==> config.mk <==
export PLATFORM = sky130hd
export DESIGN_NAME = fetch_unit
export DESIGN_NICKNAME = d
export VERILOG_FILES = /design/src/rtl/fetch_unit.sv
export SDC_FILE = /design/constraint.sdc
export NUM_CORES = 1
export LEC_CHECK = 0
export BUFFER_PORTS_ARGS = -buffer_cell sky130_fd_sc_hd__buf_2
export CAP_MARGIN = 20
export CORE_ASPECT_RATIO = 0.6
export CORE_MARGIN = 4
export CORE_UTILIZATION = 56
export DETAILED_ROUTE_END_ITERATION = 16
export PLACE_DENSITY = 0.89
export SLEW_MARGIN = 15
export SYNTH_ARGS = -nofsm -noshare
export SYNTH_HDL_FRONTEND = slang
export SYNTH_SLANG_ARGS = --single-unit
==> constraint.sdc <==
create_clock -name i_clk -period 3.75 [get_ports i_clk]
set_input_delay 0.1875 -clock i_clk [delete_from_list [all_inputs] [get_ports i_clk]]
set_output_delay 0.1875 -clock i_clk [all_outputs]
set_load 0.03 [all_outputs]
==> src/rtl/fetch_unit.sv <==
// Non-pipelined instruction fetch stage: one imem read per instruction, hands the
// word to decode, then waits for the control unit's next-PC command.
module fetch_unit #(
    parameter int unsigned          XLEN     = 32,
    parameter logic [XLEN-1:0]      RESET_PC = XLEN'(32'h0000_0000)
) (
    input  logic             i_clk,
    input  logic             i_rst_n,
    output logic             o_im_req_valid,
    input  logic             i_im_req_ready,
    output logic [XLEN-1:0]  o_im_req_addr,
    input  logic             i_im_rsp_valid,
    input  logic [31:0]      i_im_rsp_data,
    output logic             o_du_inst_valid,
    input  logic             i_du_inst_ready,
    output logic [31:0]      o_du_inst_data,
    output logic [XLEN-1:0]  o_du_inst_pc,
    output logic [XLEN-1:0]  o_du_inst_pc4,
    input  logic             i_cu_pc_op_valid,
    input  logic [2:0]       i_cu_pc_op_data,
    input  logic [XLEN-1:0]  i_du_imm,
    input  logic [XLEN-1:0]  i_eu_alu_res,
    output logic             o_fu_misaligned,
    output logic [31:0]      o_fu_retired
);

    localparam int unsigned IW  = 32;
    localparam logic [IW-1:0] NOP = 32'h0000_0013;

    localparam logic [2:0] PC_JAL    = 3'd1;
    localparam logic [2:0] PC_BRANCH = 3'd2;
    localparam logic [2:0] PC_JALR   = 3'd3;

    typedef enum logic [2:0] {
        S_REQ,
        S_WAIT,
        S_ISSUE,
        S_EXEC,
        S_TRAP
    } state_t;

    state_t          state, state_d;
    logic [XLEN-1:0] pc, pc_d;
    logic [XLEN-1:0] next_pc_c;
    logic            req_valid_d;
    logic            inst_valid_d;
    logic [IW-1:0]   inst_data_d;
    logic [XLEN-1:0] inst_pc_d;
    logic [XLEN-1:0] inst_pc4_d;
    logic            misaligned_d;
    logic [31:0]     retired_d;

    assign o_im_req_addr = pc;

    // Next-PC selection; codes 4-7 fall through to sequential increment.
    always_comb begin
        next_pc_c = pc + XLEN'(4);
        case (i_cu_pc_op_data)
            PC_JAL, PC_BRANCH: next_pc_c = pc + i_du_imm;
            PC_JALR:           next_pc_c = i_eu_alu_res & ~XLEN'(1);
            default:           next_pc_c = pc + XLEN'(4);
        endcase
    end

    // Next-state and registered-output logic.
    always_comb begin
        state_d      = state;
        pc_d         = pc;
        req_valid_d  = o_im_req_valid;
        inst_valid_d = o_du_inst_valid;
        inst_data_d  = o_du_inst_data;
        inst_pc_d    = o_du_inst_pc;
        inst_pc4_d   = o_du_inst_pc4;
        misaligned_d = o_fu_misaligned;
        retired_d    = o_fu_retired;

        case (state)
            S_REQ: begin
                req_valid_d = 1'b1;
                // Handshake only counts once the request is actually visible.
                if (o_im_req_valid && i_im_req_ready) begin
                    req_valid_d = 1'b0;
                    state_d     = S_WAIT;
                end
            end
            S_WAIT: begin
                if (i_im_rsp_valid) begin
                    inst_data_d  = i_im_rsp_data;
                    inst_pc_d    = pc;
                    inst_pc4_d   = pc + XLEN'(4);
                    inst_valid_d = 1'b1;
                    state_d      = S_ISSUE;
                end
            end
            S_ISSUE: begin
                if (i_du_inst_ready) begin
                    inst_valid_d = 1'b0;
                    state_d      = S_EXEC;
                end
            end
            S_EXEC: begin
                if (i_cu_pc_op_valid) begin
                    retired_d = o_fu_retired + 32'd1;
                    if (next_pc_c[1:0] != 2'b00) begin
                        misaligned_d = 1'b1;
                        state_d      = S_TRAP;
                    end else begin
                        pc_d        = next_pc_c;
                        req_valid_d = 1'b1;
                        state_d     = S_REQ;
                    end
                end
            end
            S_TRAP: begin
                req_valid_d  = 1'b0;
                inst_valid_d = 1'b0;
                misaligned_d = 1'b1;
            end
            default: begin
                req_valid_d  = 1'b0;
                inst_valid_d = 1'b0;
                state_d      = S_REQ;
            end
        endcase
    end

    always_ff @(posedge i_clk) begin
        if (!i_rst_n) begin
            state           <= S_REQ;
            pc              <= RESET_PC;
            o_im_req_valid  <= 1'b0;
            o_du_inst_valid <= 1'b0;
            o_du_inst_data  <= NOP;
            o_du_inst_pc    <= RESET_PC;
            o_du_inst_pc4   <= RESET_PC + XLEN'(4);
            o_fu_misaligned <= 1'b0;
            o_fu_retired    <= 32'd0;
        end else begin
            state           <= state_d;
            pc              <= pc_d;
            o_im_req_valid  <= req_valid_d;
            o_du_inst_valid <= inst_valid_d;
            o_du_inst_data  <= inst_data_d;
            o_du_inst_pc    <= inst_pc_d;
            o_du_inst_pc4   <= inst_pc4_d;
            o_fu_misaligned <= misaligned_d;
            o_fu_retired    <= retired_d;
        end
    end

endmodule

Yosys cells after proc, flatten, opt, wreduce, memory -nomap -nowiden
Cells that the tools add are included.
Widths: inputs -> output; s select.
- $add $sub $neg: 3
- equality and inequality tests: 13
- multiplexer cells: 17
- reductions and logical operators: 14
- bitwise logic cells: 4
- operator list (operator ; count):
    $pmux 32 s2 ; 1
    $add 32x1->32 const B ; 1
    $add 32x3->32 const B ; 1
    $add 32x32->32 ; 1
    $mux 3 ; 5
    $pmux 3 s5 ; 1
    $eq 3x2->1 const B ; 4
    $ne 2x2->1 const B ; 6
    $reduce_and 3->1 ; 4
    $mux 1 ; 7
    $eq 3x1->1 const B ; 2
    $pmux 1 s3 ; 2
    $reduce_or 2->1 ; 3
    $reduce_and 5->1 ; 1
    $not 1->1 ; 4
    $reduce_and 2->1 ; 2
    $reduce_bool 2->1 ; 2
    $eq 3x3->1 const B ; 1
    $logic_not 3->1 ; 1
    $pmux 1 s2 ; 1
    $logic_and 1x1->1 ; 1
- register bits: 166
- word-level logic and storage cells: 60

Longest topological paths before layout
- word-level depth: 7
- gate-level depth with buffers: 10

Worst setup path before layout
Ideal clock, no wire load.
- kind: flip-flop to flip-flop
- start: register pc[0] (netlist: o_im_req_addr[0])
- end: register pc[21] (netlist: o_im_req_addr[21])
- period minus slack after synthesis: 2788 ps
- setup slack: 962 ps
- data arrival time: 2727 ps
- cell stages (with the launch flop): 11
- path buffers: 1
- cells stage by stage: dfxtp_1 > ha_1 > fa_1 > or2_2 > a222oi_1 > and2_1 > buf_4 > nor2_2 > or4_1 > a2bb2oi_1 > nand2_1
- word-level cells in the longest chain between the ends: 5
- elaborated cells between the ends (all ways): 6
- those cells by class: add/sub (2); mux (1); bitwise (1); reduce/logical (2)
- RTL lines (item ; line ; source):
    from (decl) ; 43 ; logic [XLEN-1:0] pc, pc_d;
    from (signal assigned) ; 140 ; pc <= pc_d;
    $add 32x3->32 or $add 32x32->32 (tied branches) ; 61, 59 ;
    $pmux 32 s2 * ; 58 ; case (i_cu_pc_op_data)
    $reduce_bool 2->1 ; 104 ; if (next_pc_c[1:0] != 2'b00) begin
    $not 1->1 (no line) ; -- ;
    $reduce_and 3->1 (no line) ; -- ;
Every way passes the cells marked *; elsewhere a longest branch is shown, timed or not.
A chain may end at the register's enable or synchronous reset.

Final worst setup path
- start: register pc[0] (netlist: o_im_req_addr[0])
- end: register pc[17] (netlist: o_im_req_addr[17])
Same word-level chain as after synthesis.

==> run metrics <==
worst path buffer plus inverter count=1; Max VDD drop=378 µV; maxcap violations=0; Post-DP HPWL=20800 µm; Pwr Density=383 nW/µm²; Die Area=17700 µm²; 1st-iter DRT viols=1084; GR Overflow Total=0; CP required=4080 ps; Commonest cells post-synth=nand2_1 (194), dfxtp_1 (164), a21oi_1 (127); FP Rows=35; setup ws final=562 ps; Top FF cell, synth=dfxtp_1; CTS Hold Bufs=4; GP Congestion=0.981; layout filler cell count=1260; Final Hold Viols=0; r2r startpoint=o_im_req_addr[0]$_SDFFE_PN0P_; chip width=169 µm; Worst-Margin Slew=934 ps; Layout area overhead=25.0%; Clock Skew=14.5 ps; residual DRC count=0; port buffer count=266; Post-Synthesis Cells=1136; DR vias=9411; Max stage delay on crit path=490 ps; Syn Nets=1275; CP Launch Type=flop; CTS clk-pin slew, worst paths=70 ps; leading post-synthesis cells by cell area=dfxtp_1 (38%), nand2_1 (8.4%), a21oi_1 (7.3%); Setup WS pre-CTS=638 ps; layout cell share with drive strength beyond 1=23.9%; via density per instance=5.92; CP Class=reg -> reg; Fmax achieved=314 MHz; Yosys reg bits=164; fin crit share=85.0%; CTS Buffer Depth=2; post-CTS setup buffers=0; crit end category=flop; chip height=105 µm; Crit. Startpoint=o_im_req_addr[0]$_SDFFE_PN0P_; Starting Density=57.1%; Slew Viols, Final=0; htree depth=4; I/O pin count=268; setup_tns=0 ps; largest net degree at the start of global routing=76; delay-heaviest family, CP=compound AO/OA/AOI/OAI gates; Clk Tree Root Cell=clkbuf_16; Final nets=1513; Synth Area per Inst=7.68 µm²; Yosys cell types=66; CTS tree=yes; post-synth top area share=37.6%; RSZ-0062 raised after global routing=no; WL final=28200 µm; worst path arrival time=3520 ps; Post-synth EDFFs=0; core area=15300 µm²; Hold WC Path Type=in -> reg; cell taking the most area after synthesis=dfxtp_1; DR WL/cell=17.7 µm; initial antenna violation count=1; footprint of the multi-input gates=5100 µm²; register area share after synthesis=37.6%; status=complete, no violations; CP Max Fanout=14; CTS Buf Count=17; slew margin rel.=37.2%; Worst-Skew Late Latency=410 ps; Total Routing Usage GR=30.6%; global-route wire length before repair=44600 µm; Post-Syn Area=8720 µm²; Sequential Area=3280 µm²; sink count of the clock tree=164; fin crit period=3190 ps; Setup-failing EPs final=0; ANT cells=0; Leakage=0.00474 µW; utilization after layout=71.3%; Syn. warnings=0; FFs w/ async S/R, synth=0%; vias in the first global route=8582; crit path max-delay cell type=and2_1; most common cell in the netlist=nand2_1; Min-Delay Startpoint=i_im_rsp_data[30]; DRT Pass-1 Iters=8; CP cell instances=ha_1, fa_1, or2_2, a222oi_1, buf_4, and2_1, o21ai_0, a2111o_1, o211ai_1; post_cts resized=0; ANT nets after route=0
cell families (layout without fill, tap and decap cells):
family	Yosys count	after routing	synth area share, %
flops	164	164	37.6
buf+inv	88	339	4.00
mux	2	2	0.230
simple gates	466	466	23.8
compound gates	306	306	21.7
xor+xnor	76	76	7.63
fa+ha+maj	34	34	4.96
cell type report:
class / instances / share of cell area, %
Clock buffer: 17 / 3.90
Tap cell: 203 / 2.33
Timing Repair Buffer: 289 / 14.0
Multi-Input combinational cell: 884 / 46.8
Sequential cell: 164 / 30.1
Inverter: 18 / 0.643
Clock inverter: 15 / 2.23
registers in the layout, indices dropped and copies added (netlist names):
register / cells
o_du_inst_data: 32
o_du_inst_pc: 32
o_fu_retired: 32
o_im_req_addr: 32
o_du_inst_pc4: 30
state: 3
o_du_inst_valid: 1
o_fu_misaligned: 1
o_im_req_valid: 1
tightest hold or removal path, delay by kind of cell:
kind | cells | cell delay (ps)
simple gates | 1 | 40
buf+inv | 1 | 90
compound gates | 1 | 50
power by group:
part           switching [µW]  leakage (µW)  internal, µW
clock                     751      0.000324          1200
sequential               22.4       0.00132          1770
combinational             281       0.00310           141
cell usage in the layout, fill, tap and decap left out, drive strengths merged, types with 24 or more instances in the layout:
| cell type | n |
|---|---|
| nand2 | 194 |
| buf | 285 |
| xnor2 | 38 |
| a21oi | 127 |
| nor2 | 128 |
| inv | 24 |
| dfxtp | 164 |
| xor2 | 38 |
| ha | 33 |
| o21ai | 59 |
| nand3 | 36 |
stage by stage:
step	cell area [µm²]	total power, µW	hold WS [ps]	instances
final	10900	4170	13.4	1590
after global routing	10900	4300	2.55	1590
after floorplan	8720	2090	306	1136
after global placement	10200	2240	397	1554
after detailed placement	10200	2250	404	1554
after CTS	10900	4180	6.37	1590
layer usage:
layer / up-vias / global-route usage (%) / share of wire (%)
li1: 4465 / - / -
met1: 4340 / 41.9 / 42
met2: 548 / 47.1 / 44
met3: 56 / 8.96 / 12
met4: 2 / 8.44 / 2.4
met5: - / 0 / 0.046
worst paths after layout:
| kind | to | slack (ps) | cells after the start |
|---|---|---|---|
| min reg2reg | o_du_inst_pc[25]$_SDFFE_PN0P_ | 450 | 2 |
| min | o_du_inst_data[30]$_SDFFE_PN0P_ | 10 | 3 |
| max | o_im_req_addr[17]$_SDFFE_PN0P_ | 560 | 9 |
| max reg2reg | o_im_req_addr[17]$_SDFFE_PN0P_ | 560 | 9 |
Power figures use the tool's default switching activity.
